$ cat config.mk
export PLATFORM = sky130hd
export DESIGN_NAME = ledg_sequencer
export DESIGN_NICKNAME = d
export VERILOG_FILES = /design/src/rtl/ledg_sequencer.sv
export SDC_FILE = /design/constraint.sdc
export NUM_CORES = 1
export LEC_CHECK = 0
export ABC_AREA = 1
export ABC_CLOCK_PERIOD_IN_PS = 2540
export BUFFER_PORTS_ARGS = -buffer_cell sky130_fd_sc_hd__buf_2
export CORE_ASPECT_RATIO = 2
export CORE_MARGIN = 8
export CORE_UTILIZATION = 59
export DETAILED_ROUTE_END_ITERATION = 10
export PLACE_DENSITY_LB_ADDON = 0.25
export REMOVE_ABC_BUFFERS = 1
export SYNTH_ARGS = -nofsm -noshare
export SYNTH_HDL_FRONTEND = slang
export SYNTH_SLANG_ARGS = --single-unit
$ cat constraint.sdc
create_clock -name clk -period 2.54 [get_ports clk]
set_clock_uncertainty 0.1 [all_clocks]
set_input_delay 0.635 -clock clk [delete_from_list [all_inputs] [get_ports clk]]
set_output_delay 0.635 -clock clk [all_outputs]
set_load 0.02 [all_outputs]
$ cat src/rtl/ledg_sequencer.sv
// rtl/ledg_sequencer.sv - autonomous LED pattern sequencer: Avalon-MM slave registers, Avalon-MM master writes to LEDG PIO
module ledg_sequencer #(
    parameter int WIDTH = 9,
    parameter int DEPTH = 8
) (
    input  logic        clk,
    input  logic        reset_n,
    input  logic [3:0]  s_address,
    input  logic        s_chipselect,
    input  logic        s_write_n,
    input  logic [31:0] s_writedata,
    output logic [31:0] s_readdata,
    output logic [1:0]  m_address,
    output logic        m_chipselect,
    output logic        m_write_n,
    output logic [31:0] m_writedata,
    input  logic        m_waitrequest
);
    localparam int IW = (DEPTH > 1) ? $clog2(DEPTH) : 1;
    localparam logic [3:0] DEPTH4 = 4'(DEPTH);

    localparam logic [1:0] S_IDLE  = 2'd0;
    localparam logic [1:0] S_WRITE = 2'd1;
    localparam logic [1:0] S_WAIT  = 2'd2;

    logic [1:0]       state;
    logic             run;
    logic             loop_en;
    logic             done;
    logic [31:0]      period;
    logic [3:0]       length;
    logic [3:0]       index;
    logic [31:0]      cnt;
    logic [WIDTH-1:0] data;
    logic [WIDTH-1:0] pattern [DEPTH];

    logic        wr;
    logic        ctrl_wr;
    logic [3:0]  slot;
    logic        pat_sel;
    logic        start;
    logic [31:0] period_eff;
    logic [3:0]  len_eff;

    assign wr      = s_chipselect && !s_write_n;
    assign ctrl_wr = wr && (s_address == 4'd0);
    assign slot    = s_address - 4'd8;
    assign pat_sel = s_address[3] && (slot < DEPTH4);
    // A start is a 0->1 edge of run taken from IDLE; writing run=1 while busy only updates loop.
    assign start   = ctrl_wr && s_writedata[0] && !run && (state == S_IDLE);

    always_comb begin
        period_eff = (period == 32'd0) ? 32'd1 : period;
        if (length == 4'd0)
            len_eff = 4'd1;
        else if (length > DEPTH4)
            len_eff = DEPTH4;
        else
            len_eff = length;
    end

    always_ff @(posedge clk or negedge reset_n) begin
        if (!reset_n) begin
            state   <= S_IDLE;
            run     <= 1'b0;
            loop_en <= 1'b0;
            done    <= 1'b0;
            period  <= '0;
            length  <= '0;
            index   <= '0;
            cnt     <= '0;
            data    <= '0;
            for (int i = 0; i < DEPTH; i++)
                pattern[i] <= '0;
        end else begin
            if (wr && pat_sel)
                pattern[slot[IW-1:0]] <= s_writedata[WIDTH-1:0];
            if (wr && (s_address == 4'd1))
                period <= s_writedata;
            if (wr && (s_address == 4'd2))
                length <= s_writedata[3:0];
            if (ctrl_wr) begin
                run     <= s_writedata[0];
                loop_en <= s_writedata[1];
                if (s_writedata[2])
                    done <= 1'b0;
            end

            // FSM assignments come last so a hardware done-set overrides a same-cycle clear.
            case (state)
                S_IDLE: begin
                    if (start) begin
                        state <= S_WRITE;
                        index <= '0;
                        done  <= 1'b0;
                        data  <= pattern[0];
                    end
                end
                S_WRITE: begin
                    if (!m_waitrequest) begin
                        cnt   <= period_eff - 32'd1;
                        state <= run ? S_WAIT : S_IDLE;
                    end
                end
                S_WAIT: begin
                    if (!run) begin
                        state <= S_IDLE;
                    end else if (cnt != 32'd0) begin
                        cnt <= cnt - 32'd1;
                    end else if (index < len_eff - 4'd1) begin
                        index <= index + 4'd1;
                        data  <= pattern[IW'(index + 4'd1)];
                        state <= S_WRITE;
                    end else if (loop_en) begin
                        index <= '0;
                        data  <= pattern[0];
                        state <= S_WRITE;
                    end else begin
                        done  <= 1'b1;
                        run   <= 1'b0;
                        state <= S_IDLE;
                    end
                end
                default: state <= S_IDLE;
            endcase
        end
    end

    always_comb begin
        s_readdata = '0;
        case (s_address)
            4'd0: s_readdata = {28'd0, done, 1'b0, loop_en, run};
            4'd1: s_readdata = period;
            4'd2: s_readdata = {28'd0, length};
            4'd3: s_readdata = {27'd0, (state != S_IDLE), index};
            default: begin
                if (pat_sel)
                    s_readdata[WIDTH-1:0] = pattern[slot[IW-1:0]];
            end
        endcase
    end

    always_comb begin
        m_address    = 2'd0;
        m_chipselect = (state == S_WRITE);
        m_write_n    = (state != S_WRITE);
        m_writedata  = '0;
        if (state == S_WRITE)
            m_writedata[WIDTH-1:0] = data;
    end
endmodule

---- Word-level counts from Yosys, hierarchy flattened ----
Cells that the tools add are included.
storage, ports and cells
  register bits ........................... 158
  input port bits ......................... 41
cells by class
  add/sub/neg operators ................... 5
  order comparisons ....................... 6
  equal/unequal tests ..................... 13
  muxes and demuxes ....................... 54
  bitwise gates (word level) .............. 2
  reduce and logical (&&, ||, !) cells .... 23
operators with widths
  cell                                                 number
  two-way mux 32 bit                                   4
  two-way mux 9 bit                                    12
  bitwise mux 72 bit                                   1
  case mux 32 bit (2 select lines)                     1
  subtractor 32 x 1 -> 32 bit, second input constant   2
  binary-select mux 9 bit (select 3 bit)               2
  case mux 9 bit (4 select lines)                      1
  zero test 32 bit                                     1
  nonzero test 32 bit                                  1
  two-way mux 4 bit                                    7
  demux 9 bit (select 3 bit)                           1
  two-way mux 23 bit                                   1
  case mux 9 bit (2 select lines)                      1
  two-way mux 1 bit                                    15
  logical AND 1 bit                                    10
  two-way mux 2 bit                                    5
  inequality test 2 bit, second input constant         5
  equality test 4 x 2 -> 1 bit, second input constant  2
  >= comparator 4 bit, second input constant           2
  zero test 4 bit                                      2
  NOT 3 -> 4 bit                                       2
  case mux 4 bit (2 select lines)                      1
  inequality test 3 bit, second input constant         2
  case mux 2 bit (3 select lines)                      1
  18 further kinds                                     21

---- Longest topological paths before layout ----
Gate-level depths: netlist of run 1.
  word-level depth ........................ 9
  mapped depth ............................ 18
  gate-level depth less buffers ........... 16

---- Least setup slack after synthesis of run 1 ----
OpenSTA, ideal clock, no wires.
  kind .................................... input -> output
  from .................................... input s_address[2]
  to ...................................... output s_readdata[11]
  arrival ................................. 1943 ps
  required time ........................... 1805 ps
  slack ................................... -138 ps
  stages .................................. 8
  path buffers ............................ 3
  cell sequence ........................... buf_2 inv_2 nand3_1 nor2_1 buf_2 inv_1 clkbuf_1 nor2_1
on the way
  longest elaborated chain between the ends .. 2
ends and longest elaborated chain
  item                          RTL line  RTL
  start: declaration            8         input logic [3:0] s_address,
  equality test 4 x 1 -> 1 bit  131       case (s_address)
  two-way mux 23 bit            131
  end: declaration              12        output logic [31:0] s_readdata,
Every way passes these cells.

---- Worst setup path in the final report of run 1 ----
  from .................................... input s_address[2]
  to ...................................... output s_readdata[1]
on the way
  longest elaborated chain between the ends .. 7
ends and longest elaborated chain
  item                                                  RTL line  RTL
  subtractor 4 bit                                      47        assign slot = s_address - 4'd8;
  NOT 3 -> 4 bit (not written as such)                  138       s_readdata[WIDTH-1:0] = pattern[slot[IW-1:0]];
  binary-select mux 9 bit (select 3 bit)                138
  two-way mux 9 bit (not written as such) (2 in a row)  138
  two-way mux 9 bit                                     137       if (pat_sel)
  case mux 9 bit (4 select lines) (*)                   131
Mark *: on every way between the ends. The rest lies on a longest branch, timed or not. The select of a mux whose other input is x is not followed.

==> impl_metrics.env, run 1 <==
export IMPL_synth_compound_area_share_pct=19.3
export IMPL_vias=9926
export IMPL_drcViolationCount=0
export IMPL_synth_flop_cell="dfrtp_1"
export IMPL_synth_top_family_by_area="simple AND/OR/NAND/NOR gates"
export IMPL_grt_pass1_vias=9899
export IMPL_dieArea_mm2=0.0207
export IMPL_worstSetupPathType="input pin to output pin"
export IMPL_rr_startpoint="period[22]$_DFFE_PN0P_"
export IMPL_antenna_found_initial=1
export IMPL_slew_headroom_pct=49.2
export IMPL_clkLatencyLatePin_ps=430
export IMPL_finalNetCount=1507
export IMPL_finalSetupViolations=5
export IMPL_ir_drop_mv=0.522
export IMPL_synthCells=1302
export IMPL_root_buffer="clkbuf_16"
export IMPL_first_pass_iters=6
export IMPL_leakage_nw=5.77
export IMPL_ys_seq_area_share_pct=41.6
export IMPL_dieHeight_um=195
export IMPL_final_area_mm2=0.0116
export IMPL_htree_levels=4
export IMPL_area_growth_pct=22.4
export IMPL_tightest_slew_ps=754
export IMPL_clock_sinks=158
export IMPL_setup_ws_ps=-49.3
export IMPL_synth_adder_area_share_pct=0.791
export IMPL_postSynth_asyncResetShare_pct=100
export IMPL_max_freq_mhz=386
export IMPL_r2r_end="cnt[10]$_DFFE_PN0P_"
export IMPL_rows=65
export IMPL_grt_pass1_wl_um=55700
export IMPL_status="finished, violations left"
export IMPL_fin_hold_ws_ps=38.7
export IMPL_hold_violations=0
export IMPL_synth_edf_count=0
export IMPL_slew_viol_final=0
export IMPL_cp_max_fo=6
export IMPL_synth_avg_cell_area_um2=7.29
export IMPL_place_congestion=1.09
export IMPL_ys_ff_latch=158
export IMPL_power_density_mw_per_mm2=977
export IMPL_cp_arrival_ps=1850
export IMPL_drt_iter0_markers=936
export IMPL_io_pins=109
export IMPL_start_util_pct=60.2
export IMPL_synth_xor_area_share_pct=1.29
export IMPL_hpwl_um=27000
export IMPL_nFillCells=1317
export IMPL_grt_max_degree=65
export IMPL_ff2ff_path_depth=15
export IMPL_min_period_over_period_pct=102
export IMPL_r2r_slack_ps=40
export IMPL_num_antenna_cells=0
export IMPL_drv_cap=0
export IMPL_ctsHoldBuffers=0
export IMPL_violations="setup timing"
export IMPL_period_needed_ps=2590
export IMPL_yosys_warnings=0
export IMPL_cts_tree="yes"
export IMPL_cts_buffers=17
export IMPL_critPathCaptureType="output pin"
export IMPL_tns_ps=-120
export IMPL_cts_max_path_buffers=2
export IMPL_cp_required_ps=1800
export IMPL_rsz0062_at_grt="true"
export IMPL_muxShareOfSynthArea_pct=0
export IMPL_hold_class="input pin to async pin"
export IMPL_wl_um=37000
export IMPL_ys_types=54
export IMPL_layout_drive_gt1_share_pct=23.4
export IMPL_start_kind="input pin"
export IMPL_grt_use_total_pct=36.1
export IMPL_die_x_um=106
export IMPL_core_mm2=0.0158
export IMPL_cts_reportedPaths_clkPinSlew_ps=60
export IMPL_routedWlPerCell_um=22.1
export IMPL_placed_area_mm2=0.0106
export IMPL_synthSimpleGateAreaFrac_pct=24.8
export IMPL_vias_per_cell=5.93
export IMPL_portBuffers=83
export IMPL_grt_remaining_overflow=0
export IMPL_syn_area_mm2=0.00950
export IMPL_drtAntennaViolNets=0
==> what timing repair did <==
| action | 4_1_cts | 5_1_grt |
|---|---|---|
| buffers inserted | 2 | 5 |
| endpoints found under the setup margin | 39 | 65 |
| gates resized for setup | 60 | 48 |
| pin swaps | 11 | 17 |
| gates cloned | 0 | 1 |
==> cells in the mapped netlist, drive strengths merged (2+ instances only) <==
| cell | number | area [µm²] |
|---|---|---|
| ha | 6 | 75.1 |
| and2 | 4 | 26.3 |
| o21ai | 172 | 913 |
| a221oi | 4 | 35.0 |
| a31oi | 3 | 18.8 |
| a22oi | 2 | 15.0 |
| or2 | 4 | 25.0 |
| clkinv | 2 | 7.51 |
| o22ai | 18 | 113 |
| conb | 2 | 7.51 |
| o31ai | 3 | 22.5 |
| o21bai | 5 | 41.3 |
| a21oi | 91 | 478 |
| xnor2 | 4 | 35.0 |
| o41ai | 3 | 26.3 |
| clkbuf | 33 | 125 |
| a32oi | 9 | 78.8 |
| o2111ai | 4 | 35.0 |
| a22o | 2 | 17.5 |
| nor2 | 179 | 749 |
| buf | 46 | 349 |
| nor3 | 8 | 50.1 |
| nand4 | 19 | 119 |
| inv | 177 | 664 |
| nand3 | 64 | 348 |
| nand2 | 264 | 1030 |
| dfrtp | 158 | 3950 |
| xor2 | 10 | 87.6 |
==> power by group <==
part           total (mW)  leakage (nW)  internal [mW]  switching [mW]
logic                5.25          3.68           1.72            3.53
registers            3.74          1.83           3.26           0.478
clock network        2.37         0.266           1.26            1.10
total                11.4          5.77           6.24            5.12
==> sequential cells by signal, indices dropped and copies added (netlist names), 2 cells and up <==
name     cells
period      32
length       4
index        4
state        2
data         9
cnt         32
pattern     72
==> kinds of logic (layout without fill, tap and decap cells) <==
group	after synthesis	in the layout
and+or+nand+nor	543	543
AOI/OAI and AO/OA	321	321
buffers and inverters	258	405
DFF	158	158
xor gates and xnor gates	14	14
adders and majority gates	6	6
other	2	26
==> area by class of cell <==
| class | instances | area (µm²) | share of cell area, % |
|---|---|---|---|
| Clock buffer | 17 | 425 | 3.66 |
| Timing Repair Buffer | 194 | 1450 | 12.5 |
| Inverter | 179 | 684 | 5.89 |
| Sequential cell | 158 | 3960 | 34.0 |
| Multi-Input combinational cell | 910 | 4750 | 40.8 |
| Tap cell | 201 | 251 | 2.16 |
| Clock inverter | 15 | 113 | 0.969 |
==> critical path, stage by stage <==
cell	delay [ps]
buf_12	110
buf_6	130
nand3_2	100
buf_6	140
o22ai_2	70
o41ai_2	330
nand3_1	160
buf_6	170
==> cell usage in the layout, fill, tap and decap left out, types with 15 or more instances in the layout <==
master / count
buf_6: 18
o21ai_2: 16
nand4_1: 19
o21ai_1: 18
buf_2: 73
dfrtp_1: 156
inv_1: 161
conb_1: 26
a21oi_1: 86
buf_4: 94
o21ai_0: 137
nand2_1: 247
clkbuf_16: 17
nor2_1: 153
nor2_2: 15
nand3_1: 52
==> per-stage QoR <==
step	util [%]	cells	power (mW)	setup slack, ps
after floorplan	-	1247	6.62	-514
after global placement	67.3	1634	8.43	-191
after detailed placement	67.3	1634	8.55	-177
after CTS	72.3	1668	11.0	-34.5
after global routing	73.7	1674	12.0	-111
final	73.7	1674	11.4	-49.3
==> metal layers <==
metal	share of wire [%]	global-route usage [%]	vias up
met4	10	31.8	0
met3	6.0	6.46	210
met5	0	0	-
met2	54	66.1	562
met1	30	32.8	4656
li1	-	-	4498
==> how the worst max path moves through the flow <==
| stage | startpoint | endpoint | slack (ps) |
|---|---|---|---|
| 2_1_floorplan | index[0]$_DFFE_PN0P_ | data[1]$_DFFE_PN0P_ | -510 |
| 3_3_place_gp | s_address[0] | s_readdata[2] | -190 |
| 3_5_place_dp | s_address[0] | s_readdata[1] | -180 |
| 4_1_cts | s_address[2] | s_readdata[1] | -30 |
| 5_1_grt | s_address[2] | s_readdata[1] | -110 |
| 6_report | s_address[2] | s_readdata[1] | -50 |
No activity file was read; power rests on OpenSTA's default activity.
==> inputs of run 2 (changes only) <==
--- a/config.mk
+++ b/config.mk
@@ -12,6 +12,7 @@
 export CORE_MARGIN = 8
 export CORE_UTILIZATION = 59
 export DETAILED_ROUTE_END_ITERATION = 10
+export MAX_ROUTING_LAYER = met4
 export PLACE_DENSITY_LB_ADDON = 0.25
 export REMOVE_ABC_BUFFERS = 1
 export SYNTH_ARGS = -nofsm -noshare
==> run 2 against run 1 <==
  * The flow still finishes with violations (setup timing)
  * Die area did not move
  * First-iteration DRC count is 9.2% lower
  * Sequential share of layout area fell by 0.67 points
  * Clock-buffer cell count is 2 higher
  * Register-to-register slack barely moved
  * Flip-flop and latch count stayed put
  * Fmax down 0.79%
  * Worst setup slack lost 21 ps
  * Non-clock buffer count rose by 10
  * Routed wire length increased by 2.3%
  * Worst hold slack worse by 33 ps
==> impl_metrics.env, run 2 (same netlist as run 1, synthesis figures left out) <==
export IMPL_finalNetCount=1517
export IMPL_critical_path_slowest_cell="a221oi_2"
export IMPL_vias_per_cell=5.96
export IMPL_worstSetupPathType="input pin to output pin"
export IMPL_setup_ws_ps=-70.0
export IMPL_start_kind="input pin"
export IMPL_drtAntennaViolNets=0
export IMPL_dp_slack_ps=-274
export IMPL_antenna_found_initial=0
export IMPL_power_density_mw_per_mm2=977
export IMPL_max_stage_delay_ps=260
export IMPL_vias=10100
export IMPL_io_pins=109
export IMPL_dieHeight_um=195
export IMPL_slew_viol_final=0
export IMPL_largestRegisters="pattern: 72 flops, cnt: 32 flops, period: 32 flops"
export IMPL_nFillCells=1236
export IMPL_hpwl_um=27700
export IMPL_root_buffer="clkbuf_16"
export IMPL_grt_use_total_pct=37.6
export IMPL_dieArea_mm2=0.0207
export IMPL_hold_violations=0
export IMPL_cts_tree="yes"
export IMPL_cp_startpoint="s_address[1]"
export IMPL_drcViolationCount=0
export IMPL_ff2ff_path_depth=14
export IMPL_rsz0062_at_grt="true"
export IMPL_clock_sinks=158
export IMPL_max_freq_mhz=383
export IMPL_hold_class="input pin to async pin"
export IMPL_first_pass_iters=7
export IMPL_violations="setup timing"
export IMPL_die_x_um=106
export IMPL_largest_reg_flops=72
export IMPL_area_growth_pct=24.9
export IMPL_slew_headroom_pct=47.7
export IMPL_ctsHoldBuffers=0
export IMPL_leakage_nw=5.85
export IMPL_grt_remaining_overflow=0
export IMPL_layout_drive_gt1_share_pct=24.1
export IMPL_routedWlPerCell_um=22.4
export IMPL_endpoint="s_readdata[0]"
export IMPL_cts_max_path_buffers=2
export IMPL_cp_arrival_ps=1870
export IMPL_tns_ps=-199
export IMPL_mostFrequentLayoutCells="nand2_1, inv_1, dfrtp_1"
export IMPL_critPathCaptureType="output pin"
export IMPL_worstPathCellList="buf_8 > buf_6 > nand3_4 > buf_4 > nor2_2 > a221oi_2 > nand3_1 > buf_6"
export IMPL_htree_levels=4
export IMPL_grt_pass1_vias=10100
export IMPL_r2r_end="cnt[27]$_DFFE_PN0P_"
export IMPL_cts_reportedPaths_clkPinSlew_ps=60
export IMPL_drv_cap=0
export IMPL_status="finished, violations left"
export IMPL_ir_drop_mv=0.553
export IMPL_path_common_cell="buf_6"
export IMPL_final_common_cell="nand2_1"
export IMPL_grt_pass1_wl_um=56300
export IMPL_largest_register="pattern"
export IMPL_r2r_slack_ps=40
export IMPL_finalSetupViolations=5
export IMPL_rr_startpoint="state[0]$_DFFE_PN0P_"
export IMPL_drt_iter0_markers=850
export IMPL_grt_max_degree=62
export IMPL_rows=65
export IMPL_cp_max_fo=4
export IMPL_clkLatencyLatePin_ps=440
export IMPL_tightest_slew_ps=777
export IMPL_portBuffers=83
export IMPL_place_congestion=1.10
export IMPL_wl_um=37800
export IMPL_core_mm2=0.0158
export IMPL_period_needed_ps=2610
export IMPL_start_util_pct=60.2
export IMPL_min_period_over_period_pct=103
export IMPL_cts_buffers=17
export IMPL_cp_required_ps=1800
==> run 2: changes by cell type in the layout (fill, tap and decap cells not counted), moves of 4 or more <==
cell     change
nand2_2      +6
buf_8        +4
nand3_4      +4
inv_2        -5
buf_4        +7
nand2_1      -6
nand3_2      -4
==> run 2: routing by layer <==
layer,up-vias,share of wire [%],GRT usage [%]
met5,-,0,-
met4,0,10,31.4
met3,230,5.4,5.51
met2,566,54,67.5
met1,4741,31,33.7
li1,4513,-,-
==> run 2: how the worst min path moves through the flow <==
stage	to	slack [ps]	cells after the start
after floorplan	cnt[0]$_DFFE_PN0P_	240	0
after global placement	data[5]$_DFFE_PN0P_	360	2
after detailed placement	data[5]$_DFFE_PN0P_	370	2
after CTS	period[14]$_DFFE_PN0P_	20	1
after global routing	period[14]$_DFFE_PN0P_	30	1
final	period[14]$_DFFE_PN0P_	5	1
==> run 2: power breakdown <==
part | total [mW] | leakage [nW] | switching, mW | internal (mW)
clock | 2.50 | 0.272 | 1.10 | 1.40
combinational | 5.37 | 3.75 | 3.57 | 1.80
sequential | 3.72 | 1.83 | 0.459 | 3.26
==> run 2: worst max-delay path, delay by kind of cell <==
family	cells	cell delay [ps]
AOI/OAI and AO/OA	1	260
buffers and inverters	4	580
and+or+nand+nor	3	380
==> run 2: timing repair <==
item,4_1_cts,5_1_grt
endpoints found under the setup margin,42,60
cloned,1,1
gates resized for setup,73,56
setup buffers,3,10
pin swaps,4,19
==> run 2: metrics by stage <==
step                instances  area (µm²)  hold WS [ps]  power, mW  utilization [%]
finish                   1686       11900          5.36       11.6             75.2
global route             1684       11900          34.5       12.2             75.1
CTS                      1673       11500          21.5       11.2             73.1
detailed placement       1637       10700           370       8.59             67.5
global placement         1637       10700           364       8.48             67.5
floorplan                1247        9110           239       6.62                -
==> run 2: area by class of cell <==
type                            count  area [µm²]  area share [%]
Multi-Input combinational cell    910        4830            40.8
Inverter                          179         694            5.86
Sequential cell                   158        3960            33.4
Clock inverter                     13         111           0.939
Clock buffer                       19         453            3.82
Timing Repair Buffer              204        1550            13.1
Tap cell                          201         251            2.12
Antenna cell                        2        5.00          0.0422
